===== src/rtl/mem_port_arbiter_if.sv =====
`default_nettype none
// ============================================================================
//  Module   : mem_port_arbiter_if
//  Purpose  : Bundle of fetch, data and memory-port signals shared between
//             the pipeline requesters, the shared memory and the arbiter.
//  Revision : 1.0  initial release
// ============================================================================
interface mem_port_arbiter_if;
  // Fetch requester (IF stage)
  logic        if_req;
  logic [31:0] if_addr;
  logic        if_flush;
  logic        if_valid;
  logic [31:0] if_inst;
  // Data requester (MEM stage)
  logic        d_rd;
  logic        d_wr;
  logic [31:0] d_addr;
  logic [31:0] d_wdata;
  logic        d_valid;
  logic [31:0] d_rdata;
  // Shared memory port
  logic [31:0] mem_addr;
  logic [31:0] mem_wdata;
  logic        mem_rd;
  logic        mem_wr;
  logic [31:0] mem_rdata;
  // Pipeline freeze
  logic        stall_if;
  logic        stall_mem;

  // Arbiter side
  modport slave (
    input  if_req, if_addr, if_flush, d_rd, d_wr, d_addr, d_wdata, mem_rdata,
    output if_valid, if_inst, d_valid, d_rdata,
           mem_addr, mem_wdata, mem_rd, mem_wr, stall_if, stall_mem
  );

  // Requester / memory side
  modport master (
    output if_req, if_addr, if_flush, d_rd, d_wr, d_addr, d_wdata, mem_rdata,
    input  if_valid, if_inst, d_valid, d_rdata,
           mem_addr, mem_wdata, mem_rd, mem_wr, stall_if, stall_mem
  );
endinterface
`default_nettype wire


===== src/rtl/mem_port_arbiter.sv =====
`default_nettype none
// ============================================================================
//  Module   : mem_port_arbiter
//  Purpose  : Grants the single shared instruction/data memory port to the
//             IF or MEM stage, drives the command for MEM_LAT cycles and
//             returns a one-cycle completion pulse with the read data.
//  Revision : 1.0  initial release
// ============================================================================
module mem_port_arbiter #(
  parameter int MEM_LAT     = 1,  // 1..15
  parameter int MAX_DSTREAK = 4   // 1..15
) (
  input  wire logic         clock,
  input  wire logic         reset,
  mem_port_arbiter_if.slave bus_io
);

  localparam logic [1:0] S_IDLE   = 2'd0;
  localparam logic [1:0] S_ACCESS = 2'd1;
  localparam logic [1:0] S_DONE   = 2'd2;

  localparam logic OWN_IF = 1'b0;
  localparam logic OWN_D  = 1'b1;

  localparam logic [3:0] LAT_INIT   = 4'(MEM_LAT - 1);
  localparam logic [3:0] STREAK_MAX = 4'(MAX_DSTREAK);

  logic [1:0]  state_q,     state_d;
  logic        owner_q,     owner_d;
  logic [3:0]  lat_cnt_q,   lat_cnt_d;
  logic [3:0]  dstreak_q,   dstreak_d;
  logic        kill_q,      kill_d;
  logic        mem_rd_q,    mem_rd_d;
  logic        mem_wr_q,    mem_wr_d;
  logic [31:0] mem_addr_q,  mem_addr_d;
  logic [31:0] mem_wdata_q, mem_wdata_d;
  logic        if_valid_q,  if_valid_d;
  logic        d_valid_q,   d_valid_d;
  logic [31:0] if_inst_q,   if_inst_d;
  logic [31:0] d_rdata_q,   d_rdata_d;

  logic        if_req_ok;   // fetch request not cancelled by a same-cycle flush
  logic        d_req;
  logic        if_wins;

  // Arbitration decision: data by default, fetch when alone or starved
  always_comb begin
    if_req_ok = bus_io.if_req & ~bus_io.if_flush;
    d_req     = bus_io.d_rd | bus_io.d_wr;
    if_wins   = if_req_ok & (~d_req | (dstreak_q == STREAK_MAX));
  end

  // Next-state logic for the sequencer and all registered outputs
  always_comb begin
    state_d     = state_q;
    owner_d     = owner_q;
    lat_cnt_d   = lat_cnt_q;
    dstreak_d   = dstreak_q;
    kill_d      = kill_q;
    mem_rd_d    = mem_rd_q;
    mem_wr_d    = mem_wr_q;
    mem_addr_d  = mem_addr_q;
    mem_wdata_d = mem_wdata_q;
    if_valid_d  = 1'b0;
    d_valid_d   = 1'b0;
    if_inst_d   = if_inst_q;
    d_rdata_d   = d_rdata_q;

    case (state_q)
      S_IDLE: begin
        kill_d = 1'b0;
        if (!bus_io.if_req) begin
          dstreak_d = 4'd0;
        end
        if (d_req && !if_wins) begin
          // A simultaneous read+write is executed as a store only
          owner_d     = OWN_D;
          mem_addr_d  = bus_io.d_addr;
          mem_wdata_d = bus_io.d_wdata;
          mem_rd_d    = ~bus_io.d_wr;
          mem_wr_d    = bus_io.d_wr;
          lat_cnt_d   = LAT_INIT;
          state_d     = S_ACCESS;
          if (bus_io.if_req) begin
            dstreak_d = (dstreak_q >= STREAK_MAX) ? STREAK_MAX : dstreak_q + 4'd1;
          end
        end else if (if_req_ok) begin
          owner_d     = OWN_IF;
          mem_addr_d  = bus_io.if_addr;
          mem_wdata_d = 32'h0;
          mem_rd_d    = 1'b1;
          mem_wr_d    = 1'b0;
          lat_cnt_d   = LAT_INIT;
          state_d     = S_ACCESS;
          dstreak_d   = 4'd0;
        end
      end

      S_ACCESS: begin
        // A flush never aborts the memory command; it only hides the result
        if (owner_q == OWN_IF && bus_io.if_flush) begin
          kill_d = 1'b1;
        end
        if (lat_cnt_q == 4'd0) begin
          mem_rd_d = 1'b0;
          mem_wr_d = 1'b0;
          state_d  = S_DONE;
          if (owner_q == OWN_IF) begin
            if (!kill_q && !bus_io.if_flush) begin
              if_inst_d  = bus_io.mem_rdata;
              if_valid_d = 1'b1;
            end
          end else begin
            d_valid_d = 1'b1;
            if (!mem_wr_q) begin
              d_rdata_d = bus_io.mem_rdata;
            end
          end
        end else begin
          lat_cnt_d = lat_cnt_q - 4'd1;
        end
      end

      S_DONE: begin
        kill_d  = 1'b0;
        state_d = S_IDLE;
      end

      default: begin
        state_d = S_IDLE;
      end
    endcase
  end

  // State registers with synchronous reset discarding any in-flight access
  always_ff @(posedge clock) begin
    if (reset) begin
      state_q     <= S_IDLE;
      owner_q     <= OWN_IF;
      lat_cnt_q   <= 4'd0;
      dstreak_q   <= 4'd0;
      kill_q      <= 1'b0;
      mem_rd_q    <= 1'b0;
      mem_wr_q    <= 1'b0;
      mem_addr_q  <= 32'h0;
      mem_wdata_q <= 32'h0;
      if_valid_q  <= 1'b0;
      d_valid_q   <= 1'b0;
      if_inst_q   <= 32'h0;
      d_rdata_q   <= 32'h0;
    end else begin
      state_q     <= state_d;
      owner_q     <= owner_d;
      lat_cnt_q   <= lat_cnt_d;
      dstreak_q   <= dstreak_d;
      kill_q      <= kill_d;
      mem_rd_q    <= mem_rd_d;
      mem_wr_q    <= mem_wr_d;
      mem_addr_q  <= mem_addr_d;
      mem_wdata_q <= mem_wdata_d;
      if_valid_q  <= if_valid_d;
      d_valid_q   <= d_valid_d;
      if_inst_q   <= if_inst_d;
      d_rdata_q   <= d_rdata_d;
    end
  end

  assign bus_io.mem_rd    = mem_rd_q;
  assign bus_io.mem_wr    = mem_wr_q;
  assign bus_io.mem_addr  = mem_addr_q;
  assign bus_io.mem_wdata = mem_wdata_q;
  assign bus_io.if_valid  = if_valid_q;
  assign bus_io.if_inst   = if_inst_q;
  assign bus_io.d_valid   = d_valid_q;
  assign bus_io.d_rdata   = d_rdata_q;

  // Stalls are combinational so the pipeline freezes in the request cycle
  assign bus_io.stall_if  = bus_io.if_req & ~if_valid_q;
  assign bus_io.stall_mem = (bus_io.d_rd | bus_io.d_wr) & ~d_valid_q;

endmodule
`default_nettype wire


===== src/flat_wrapper.sv =====
// flat-port wrapper written by rule: the top's interface ports become plain ports
module mem_port_arbiter_flat 
#(
  parameter int MEM_LAT     = 1,          
  parameter int MAX_DSTREAK = 4           
)
  (clock, reset, bus_io_if_req, bus_io_if_addr, bus_io_if_flush, bus_io_d_rd, bus_io_d_wr, bus_io_d_addr, bus_io_d_wdata, bus_io_mem_rdata, bus_io_if_valid, bus_io_if_inst, bus_io_d_valid, bus_io_d_rdata, bus_io_mem_addr, bus_io_mem_wdata, bus_io_mem_rd, bus_io_mem_wr, bus_io_stall_if, bus_io_stall_mem);
  mem_port_arbiter_if bus_io_i ();
  input  wire logic clock;
  input  wire logic reset;
  input wire logic [$bits(bus_io_i.if_req)-1:0] bus_io_if_req;
  input wire logic [$bits(bus_io_i.if_addr)-1:0] bus_io_if_addr;
  input wire logic [$bits(bus_io_i.if_flush)-1:0] bus_io_if_flush;
  input wire logic [$bits(bus_io_i.d_rd)-1:0] bus_io_d_rd;
  input wire logic [$bits(bus_io_i.d_wr)-1:0] bus_io_d_wr;
  input wire logic [$bits(bus_io_i.d_addr)-1:0] bus_io_d_addr;
  input wire logic [$bits(bus_io_i.d_wdata)-1:0] bus_io_d_wdata;
  input wire logic [$bits(bus_io_i.mem_rdata)-1:0] bus_io_mem_rdata;
  output wire logic [$bits(bus_io_i.if_valid)-1:0] bus_io_if_valid;
  output wire logic [$bits(bus_io_i.if_inst)-1:0] bus_io_if_inst;
  output wire logic [$bits(bus_io_i.d_valid)-1:0] bus_io_d_valid;
  output wire logic [$bits(bus_io_i.d_rdata)-1:0] bus_io_d_rdata;
  output wire logic [$bits(bus_io_i.mem_addr)-1:0] bus_io_mem_addr;
  output wire logic [$bits(bus_io_i.mem_wdata)-1:0] bus_io_mem_wdata;
  output wire logic [$bits(bus_io_i.mem_rd)-1:0] bus_io_mem_rd;
  output wire logic [$bits(bus_io_i.mem_wr)-1:0] bus_io_mem_wr;
  output wire logic [$bits(bus_io_i.stall_if)-1:0] bus_io_stall_if;
  output wire logic [$bits(bus_io_i.stall_mem)-1:0] bus_io_stall_mem;
  assign bus_io_i.if_req = bus_io_if_req;
  assign bus_io_i.if_addr = bus_io_if_addr;
  assign bus_io_i.if_flush = bus_io_if_flush;
  assign bus_io_i.d_rd = bus_io_d_rd;
  assign bus_io_i.d_wr = bus_io_d_wr;
  assign bus_io_i.d_addr = bus_io_d_addr;
  assign bus_io_i.d_wdata = bus_io_d_wdata;
  assign bus_io_i.mem_rdata = bus_io_mem_rdata;
  assign bus_io_if_valid = bus_io_i.if_valid;
  assign bus_io_if_inst = bus_io_i.if_inst;
  assign bus_io_d_valid = bus_io_i.d_valid;
  assign bus_io_d_rdata = bus_io_i.d_rdata;
  assign bus_io_mem_addr = bus_io_i.mem_addr;
  assign bus_io_mem_wdata = bus_io_i.mem_wdata;
  assign bus_io_mem_rd = bus_io_i.mem_rd;
  assign bus_io_mem_wr = bus_io_i.mem_wr;
  assign bus_io_stall_if = bus_io_i.stall_if;
  assign bus_io_stall_mem = bus_io_i.stall_mem;
  mem_port_arbiter #(.MEM_LAT(MEM_LAT), .MAX_DSTREAK(MAX_DSTREAK)) u_core (.clock(clock), .reset(reset), .bus_io(bus_io_i));
endmodule

===== config.mk =====
export PLATFORM = sky130hd
export DESIGN_NAME = mem_port_arbiter_flat
export DESIGN_NICKNAME = d
export VERILOG_FILES = /design/src/rtl/mem_port_arbiter_if.sv /design/src/rtl/mem_port_arbiter.sv /design/src/flat_wrapper.sv
export SDC_FILE = /design/constraint.sdc
export NUM_CORES = 1
export LEC_CHECK = 0
export ABC_AREA = 1
export CAP_MARGIN = 20
export CORE_MARGIN = 1.5
export CORE_UTILIZATION = 25
export DETAILED_ROUTE_END_ITERATION = 10
export PLACE_DENSITY = 0.55
export SLEW_MARGIN = 20
export SYNTH_ARGS = -nofsm -noshare
export SYNTH_HDL_FRONTEND = slang
export SYNTH_SLANG_ARGS = --single-unit
export TNS_END_PERCENT = 10

===== constraint.sdc =====
create_clock -name clock -period 1.5 [get_ports clock]
set_input_delay 0.3 -clock clock [delete_from_list [all_inputs] [get_ports clock]]
set_output_delay 0.3 -clock clock [all_outputs]
set_load 0.005 [all_outputs]

==> impl_metrics.csv, run 1 <==
group,metric,value,unit
status,status,"finished, violations left",
status,violations,"design-rule violations",
yosys,synth_nets,904,
setup_path,cp_max_fo,5,
yosys,synthesis.area,5620,um2
final_layout,fin_area,9700,um2
cts,clock_path_buffers,2,
floorplan,io_pins,268,
timing,slew_headroom,0.822,
floorplan,rows,54,
yosys,synth_warnings,0,
cts,root_buffer,"clkbuf_16",
yosys,synth_simple_gate_area_frac,0.340,
cts,clk_pin_slew,60,ps
final_layout,synthToLayoutAreaGrowth,72.5,%
timing,slew_viol_final,0,
placement,placed_cells,1317,
floorplan,dieArea,23400,um2
timing,hold_viol_final,0,
pwr,p_leak,4.78,nW
yosys,synth_top_area_frac,0.513,
cts,cts_tree,"yes",
final_layout,drive_above_1_share,0.147,
routing,wirelength,19300,um
yosys,synth_top_family_by_area,"simple AND/OR/NAND/NOR gates",
placement,placed_area,8930,um2
timing,setup_viol_count_final,0,
timing,skew,10.8,ps
cts,clock-sinks,144,
floorplan,core_area,22000,um2
yosys,synth_compound_area_frac,0.0701,
cts,htree_levels,4,
setup_path,start_kind,"flip-flop",
yosys,synth_adder_area_share,0.00890,
job,cap_violations,0,
final_layout,multi_input_area,2470,um2
timing,rsz0062_at_grt,"true",
pwr,irDropWorstVdd,0.660,mV
grt,antenna_found_initial,1,
pwr,cellPowerDensity,1300,nW/um2
hold_path,holdCritPathClass,"primary input to flip-flop",
placement,io_buffers,267,
final_layout,final_util,0.442,
placement,place_hpwl,13100,um
placement,pre_cts_ws,-341,ps
yosys,synth_cell_type_count,25,
yosys,synth_area_leader_cell,"dfxtp_1",
floorplan,start_util,0.256,
timing,timing.fmax,0.670,GHz
yosys,post_synth_main_area_contributors,"dfxtp_1 51%, nand2_1 17%, nor2_1 9.4%",
pwr,finalPower,12.6,mW
yosys,synth_seq_cells,144,
timing,fin_ws,6.87,ps
cts,insertion_delay,420,ps
timing,worst_pin_slew,267,ps
grt,grt_pass1_vias,5213,
routing,wl_per_cell,14.2,um
yosys,synth-xor-area-share,0,
timing,fin_crit_sh,0.995,
final_layout,antennaDiodeCount,0,
setup_path,end_kind,"flip-flop",
grt,grt_pass1_wl,28700,um
final_layout,num-fill-cells,2231,
routing,dr.pass1.iters,9,
cts,cts_buffers,17,
final_layout,fin_nets,1205,
yosys,seq_area_frac_synth,0.513,
grt,overflow,0,
timing,min_period,1490,ps
setup_path,required,1810,ps
timing,worst_hold_slack,370,ps
routing,drcViolationCount,11,
floorplan,die_x,153,um
routing,avgViaCountPerCell,4.21,
yosys,syn_avg_cell_area,7.34,um2
yosys,synthMuxAreaShare,0,
yosys,syn_inst,766,
routing,vias,5721,
final_layout,regArea,2910,um2
setup_path,critical_path_class,"flip-flop to flip-flop",
floorplan,dieHeight,153,um
routing,drtAntennaViolNets,0,
routing,drt_iter0_markers,289,
placement,place_congestion,0.750,
grt,grt_max_degree,65,
setup_path,worst_ep_arrival_time,1800,ps
timing,setup_tns,0,ps
grt,grt_usage,0.154,
final_layout,fin_cells,1359,
[critical path, cell delays in order (launching register included)]
cell       delay, ps
dfxtp_2          320
inv_2             70
ha_4             150
nand3_4           80
nor2_4           130
nor2_4            60
buf_12           120
buf_12           130
clkbuf_16        150
nand2_1           50
nand2_1           40
nand2_1           50
nand2_1           40
[what timing repair did]
action | CTS | global route
resized for setup | 156 | 44
pin swaps | 0 | 9
gates cloned | 0 | 7
setup endpoints to repair | 137 | 128
hold buffers | 0 | 0
setup buffers | 0 | 4
[power by group]
| part | leakage, nW | internal [mW] | total [mW] | switching [mW] |
|---|---|---|---|---|
| Clock | 0.276 | 2.62 | 4.31 | 1.69 |
| Combinational | 3.31 | 1.80 | 3.53 | 1.73 |
| Sequential | 1.19 | 4.47 | 4.78 | 0.317 |
[Yosys cell counts]
| library cell | number |
|---|---|
| dfxtp_1 | 144 |
| nor2_8 | 1 |
| buf_6 | 9 |
| o21ai_1 | 52 |
| clkbuf_1 | 5 |
| inv_2 | 4 |
| buf_4 | 8 |
| nand2_1 | 257 |
| a21oi_1 | 8 |
| nand2_2 | 13 |
| clkinv_2 | 1 |
| nor2_2 | 5 |
| inv_1 | 21 |
| nand2_4 | 1 |
| buf_2 | 19 |
| buf_1 | 3 |
| nor2_1 | 141 |
| ha_1 | 4 |
| o211ai_1 | 1 |
| o21bai_2 | 1 |
| o21ai_0 | 15 |
| nand3_1 | 46 |
| nor2_4 | 1 |
| or2_2 | 2 |
| nor3_1 | 4 |
[layout by cell type (no fill, tap or decap), types with 3 or more instances in the layout]
cell and n:
clkbuf_16 22, buf_4 32, o21ai_2 4, inv_1 18, o21ai_0 7, clkdlybuf4s50_1 130
nand2_4 3, nor2_4 6, dfxtp_1 122, a21oi_1 8, bufinv_16 3, buf_12 18
nor3_1 4, dfxtp_2 22, nand2_1 249, nor2_1 139, nand3_1 45, buf_6 4
inv_2 6, nand2_2 19, inv_6 3, clkinvlp_4 4, o21ai_1 56, dlygate4sd2_1 134
[cells by family (layout without fill, tap and decap cells)]
family	count (synthesis)	in the layout
compound gates	77	77
fa+ha+maj	4	4
buf+inv	70	383
flops	144	144
simple gates	471	471
[layout make-up]
| class | count | share of cell area |
|---|---|---|
| Clock buffer | 19 | 0.0446 |
| Multi-Input combinational cell | 552 | 0.254 |
| Sequential cell | 144 | 0.300 |
| Inverter | 26 | 0.0107 |
| Timing Repair Buffer | 326 | 0.338 |
| Clock inverter | 12 | 0.0165 |
| Tap cell | 280 | 0.0361 |
[flip-flops by register name, summed over array words and instances (netlist names)]
| name | flops |
|---|---|
| u_core.bus_io.d_valid | 1 |
| u_core.bus_io.mem_addr | 32 |
| u_core.bus_io.mem_wdata | 32 |
| u_core.lat_cnt_q | 4 |
| u_core.owner_q | 1 |
| u_core.bus_io.if_inst | 32 |
| u_core.bus_io.if_valid | 1 |
| u_core.bus_io.mem_rd | 1 |
| u_core.bus_io.d_rdata | 32 |
| u_core.state_q | 2 |
| u_core.kill_q | 1 |
| u_core.dstreak_q | 4 |
| u_core.bus_io.mem_wr | 1 |
[path summary, 6_finish.rpt]
check,from,to,slack [ps],cells after the start
worst max register to register,u_core.dstreak_q[1]$_SDFFE_PP0N_,u_core.bus_io.mem_addr[8]$_SDFFE_PP0P_,7,12
worst max-delay path,u_core.dstreak_q[1]$_SDFFE_PP0N_,u_core.bus_io.mem_addr[8]$_SDFFE_PP0P_,7,12
worst min register to register,u_core.bus_io.mem_addr[29]$_SDFFE_PP0P_,u_core.bus_io.mem_addr[29]$_SDFFE_PP0P_,450,2
worst min-delay path,bus_io_d_wr,u_core.bus_io.mem_wr$_SDFFE_PP0P_,370,4
[metal layers]
metal / wire (um) / global-route usage / share of wire / up-vias
li1: - / - / - / 2996
met1: 8900 / 0.193 / 0.46 / 2588
met2: 9320 / 0.261 / 0.48 / 118
met3: 815 / 0.0371 / 0.042 / 17
met4: 261 / 0.0486 / 0.014 / 2
met5: 11 / 0 / 0.00057 / -
Power figures use the tool's default switching activity.
==> run 2, diff against run 1 <==
--- a/config.mk
+++ b/config.mk
@@ -9,6 +9,7 @@
 export CAP_MARGIN = 20
 export CORE_MARGIN = 1.5
 export CORE_UTILIZATION = 25
+export CTS_CLUSTER_SIZE = 28
 export DETAILED_ROUTE_END_ITERATION = 10
 export PLACE_DENSITY = 0.55
 export SLEW_MARGIN = 20
==> results of run 2 <==
Final layout, timing and power as in run 1 (identical DEF).
==> run 3, diff against run 2 <==
--- a/config.mk
+++ b/config.mk
@@ -7,11 +7,10 @@
 export LEC_CHECK = 0
 export ABC_AREA = 1
 export CAP_MARGIN = 20
-export CORE_MARGIN = 1.5
-export CORE_UTILIZATION = 25
+export CORE_UTILIZATION = 41
 export CTS_CLUSTER_SIZE = 28
 export DETAILED_ROUTE_END_ITERATION = 10
-export PLACE_DENSITY = 0.55
+export PLACE_DENSITY = 0.81
 export SLEW_MARGIN = 20
 export SYNTH_ARGS = -nofsm -noshare
 export SYNTH_HDL_FRONTEND = slang
==> run 3 against run 2 <==
Effect of this change:
- the run now ends clean
- maximum frequency rose by 1.1%
- clock-buffer cell count rose by 2
- total power rose by 1.3%
- highest routed layer is now met4
- clock skew fell by 6.5 ps
- critical path depth fell by 2
- sequential power barely moved
- clock power rose by 5.6%
- via count rose by 2.3%
- combinational power fell by 2%
- first-iteration DRC count rose by 18%
==> impl_metrics.csv, run 3 (synthesis results as in run 1) <==
group,metric,value,unit
final_layout,antennaDiodeCount,0,
final_layout,multi_input_area,2450,um2
placement,io_buffers,267,
cts,htree_levels,4,
routing,drcViolationCount,0,
timing,fin_ws,22.9,ps
timing,setup_viol_count_final,0,
setup_path,start_kind,"flip-flop",
timing,worst_pin_slew,373,ps
pwr,irDropWorstVdd,0.889,mV
cts,cts_tree,"yes",
timing,rsz0062_at_grt,"true",
timing,hold_viol_final,0,
placement,place_hpwl,12400,um
floorplan,dieHeight,119,um
setup_path,worst_ep_arrival_time,1780,ps
routing,wl_per_cell,14.8,um
grt,antenna_found_initial,0,
final_layout,regArea,2900,um2
cts,clk_pin_slew,60,ps
job,cap_violations,0,
timing,slew_headroom,0.750,
routing,avgViaCountPerCell,4.73,
routing,dr.pass1.iters,4,
hold_path,hold_start,"bus_io_d_wr",
floorplan,die_x,119,um
cts,postCtsHoldBufs,0,
final_layout,mostFrequentLayoutCell,"nand2_1",
setup_path,cp_max_fo,15,
grt,grt_pass1_vias,5487,
grt,grt_usage,0.248,
setup_path,r2r-start,"u_core.dstreak_q[1]$_SDFFE_PP0N_",
routing,vias,5851,
timing,slew_viol_final,0,
cts,clock_path_buffers,2,
floorplan,rows,42,
timing,fin_crit_sh,0.985,
routing,drt_iter0_markers,340,
timing,skew,4.28,ps
pwr,cellPowerDensity,1360,nW/um2
setup_path,required,1810,ps
final_layout,mostFrequentLayoutCells,"254 x nand2_1, 140 x nor2_1, 137 x dlygate4sd2_1",
pwr,p_leak,4.71,nW
hold_path,holdCritPathClass,"primary input to flip-flop",
final_layout,fin_nets,1188,
timing,min_period,1480,ps
floorplan,io_pins,268,
cts,root_buffer,"clkbuf_16",
status,status,"completed",
final_layout,drive_above_1_share,0.122,
placement,place_congestion,0.806,
placement,placed_area,8680,um2
routing,wirelength,18300,um
floorplan,start_util,0.423,
cts,cts_buffers,17,
setup_path,critical_path_class,"flip-flop to flip-flop",
grt,grt_pass1_wl,27400,um
setup_path,end_kind,"flip-flop",
floorplan,core_area,13300,um2
timing,timing.fmax,0.677,GHz
final_layout,final_util,0.710,
floorplan,dieArea,14200,um2
placement,pre_cts_ws,-348,ps
final_layout,synthToLayoutAreaGrowth,67.8,%
grt,grt_max_degree,69,
cts,clock-sinks,144,
routing,drtAntennaViolNets,0,
cts,insertion_delay,420,ps
grt,overflow,0,
final_layout,num-fill-cells,1098,
setup_path,startpoint,"u_core.dstreak_q[1]$_SDFFE_PP0N_",
final_layout,fin_area,9440,um2
==> run 3: cell types whose count changed in the layout (fill, tap and decap cells not counted), sizes merged <==
cell	change
bufinv	+1
inv	-2
clkbuf	+1
clkinvlp	-4
dlygate4sd2	+3
dlymetal6s2s	-2
clkdlybuf4s15	-1
buf	-16
clkinv	+3
==> run 3: through the flow <==
step           power, mW  hold slack (ps)  setup TNS (ps)  std cells
2_1_floorplan       6.40              431               0        766
3_3_place_gp        8.37              436          -22140       1199
3_5_place_dp        8.46              439          -22510       1199
4_1_cts             12.6              386            -286       1230
5_1_grt             13.4              398            -132       1238
6_report            12.8              395               0       1238
==> run 3: area by class of cell <==
type / count / share of cell area
Timing Repair Buffer: 309 / 0.331
Sequential cell: 144 / 0.307
Multi-Input combinational cell: 552 / 0.259
Clock buffer: 21 / 0.0509
Tap cell: 176 / 0.0233
Clock inverter: 10 / 0.0167
Inverter: 26 / 0.0113
==> run 3: worst paths after layout <==
check / end / slack [ps] / cells past startpoint
worst min-delay path: u_core.bus_io.mem_wr$_SDFFE_PP0P_ / 400 / 3
worst max-delay path: u_core.bus_io.mem_wdata[28]$_SDFFE_PP0P_ / 20 / 10
worst min register to register: u_core.bus_io.mem_addr[19]$_SDFFE_PP0P_ / 450 / 2
worst max register to register: u_core.bus_io.mem_wdata[28]$_SDFFE_PP0P_ / 20 / 10
==> run 3: power breakdown <==
part           switching, mW  internal (mW)
Clock                   1.61           2.94
Sequential             0.322           4.46
Combinational           1.72           1.74
Total                   3.65           9.14
==> run 3: layer usage <==
metal | vias up | GRT usage | share of wire
met5 | - | 0 | 0
met4 | 0 | 0.115 | 0.026
met3 | 42 | 0.0589 | 0.053
met2 | 190 | 0.439 | 0.51
met1 | 2655 | 0.281 | 0.41
li1 | 2964 | - | -
==> run 3: what timing repair did <==
action                                  CTS  global route
endpoints found under the hold margin     0             0
endpoints found under the setup margin  159           106
pin swaps                                 0             6
gates cloned                              0             5
setup buffers                             0             3
resized for setup                       148            41
==> run 3: worst max-delay path, stage by stage (launching register included) <==
cell       delay, ps
dfxtp_2          330
inv_2             70
ha_4             130
nand3_4           80
nor2_4           130
nor2_4            50
buf_12           140
buf_12           120
clkbuf_16        160
nand3_1           90
nand2_1           50
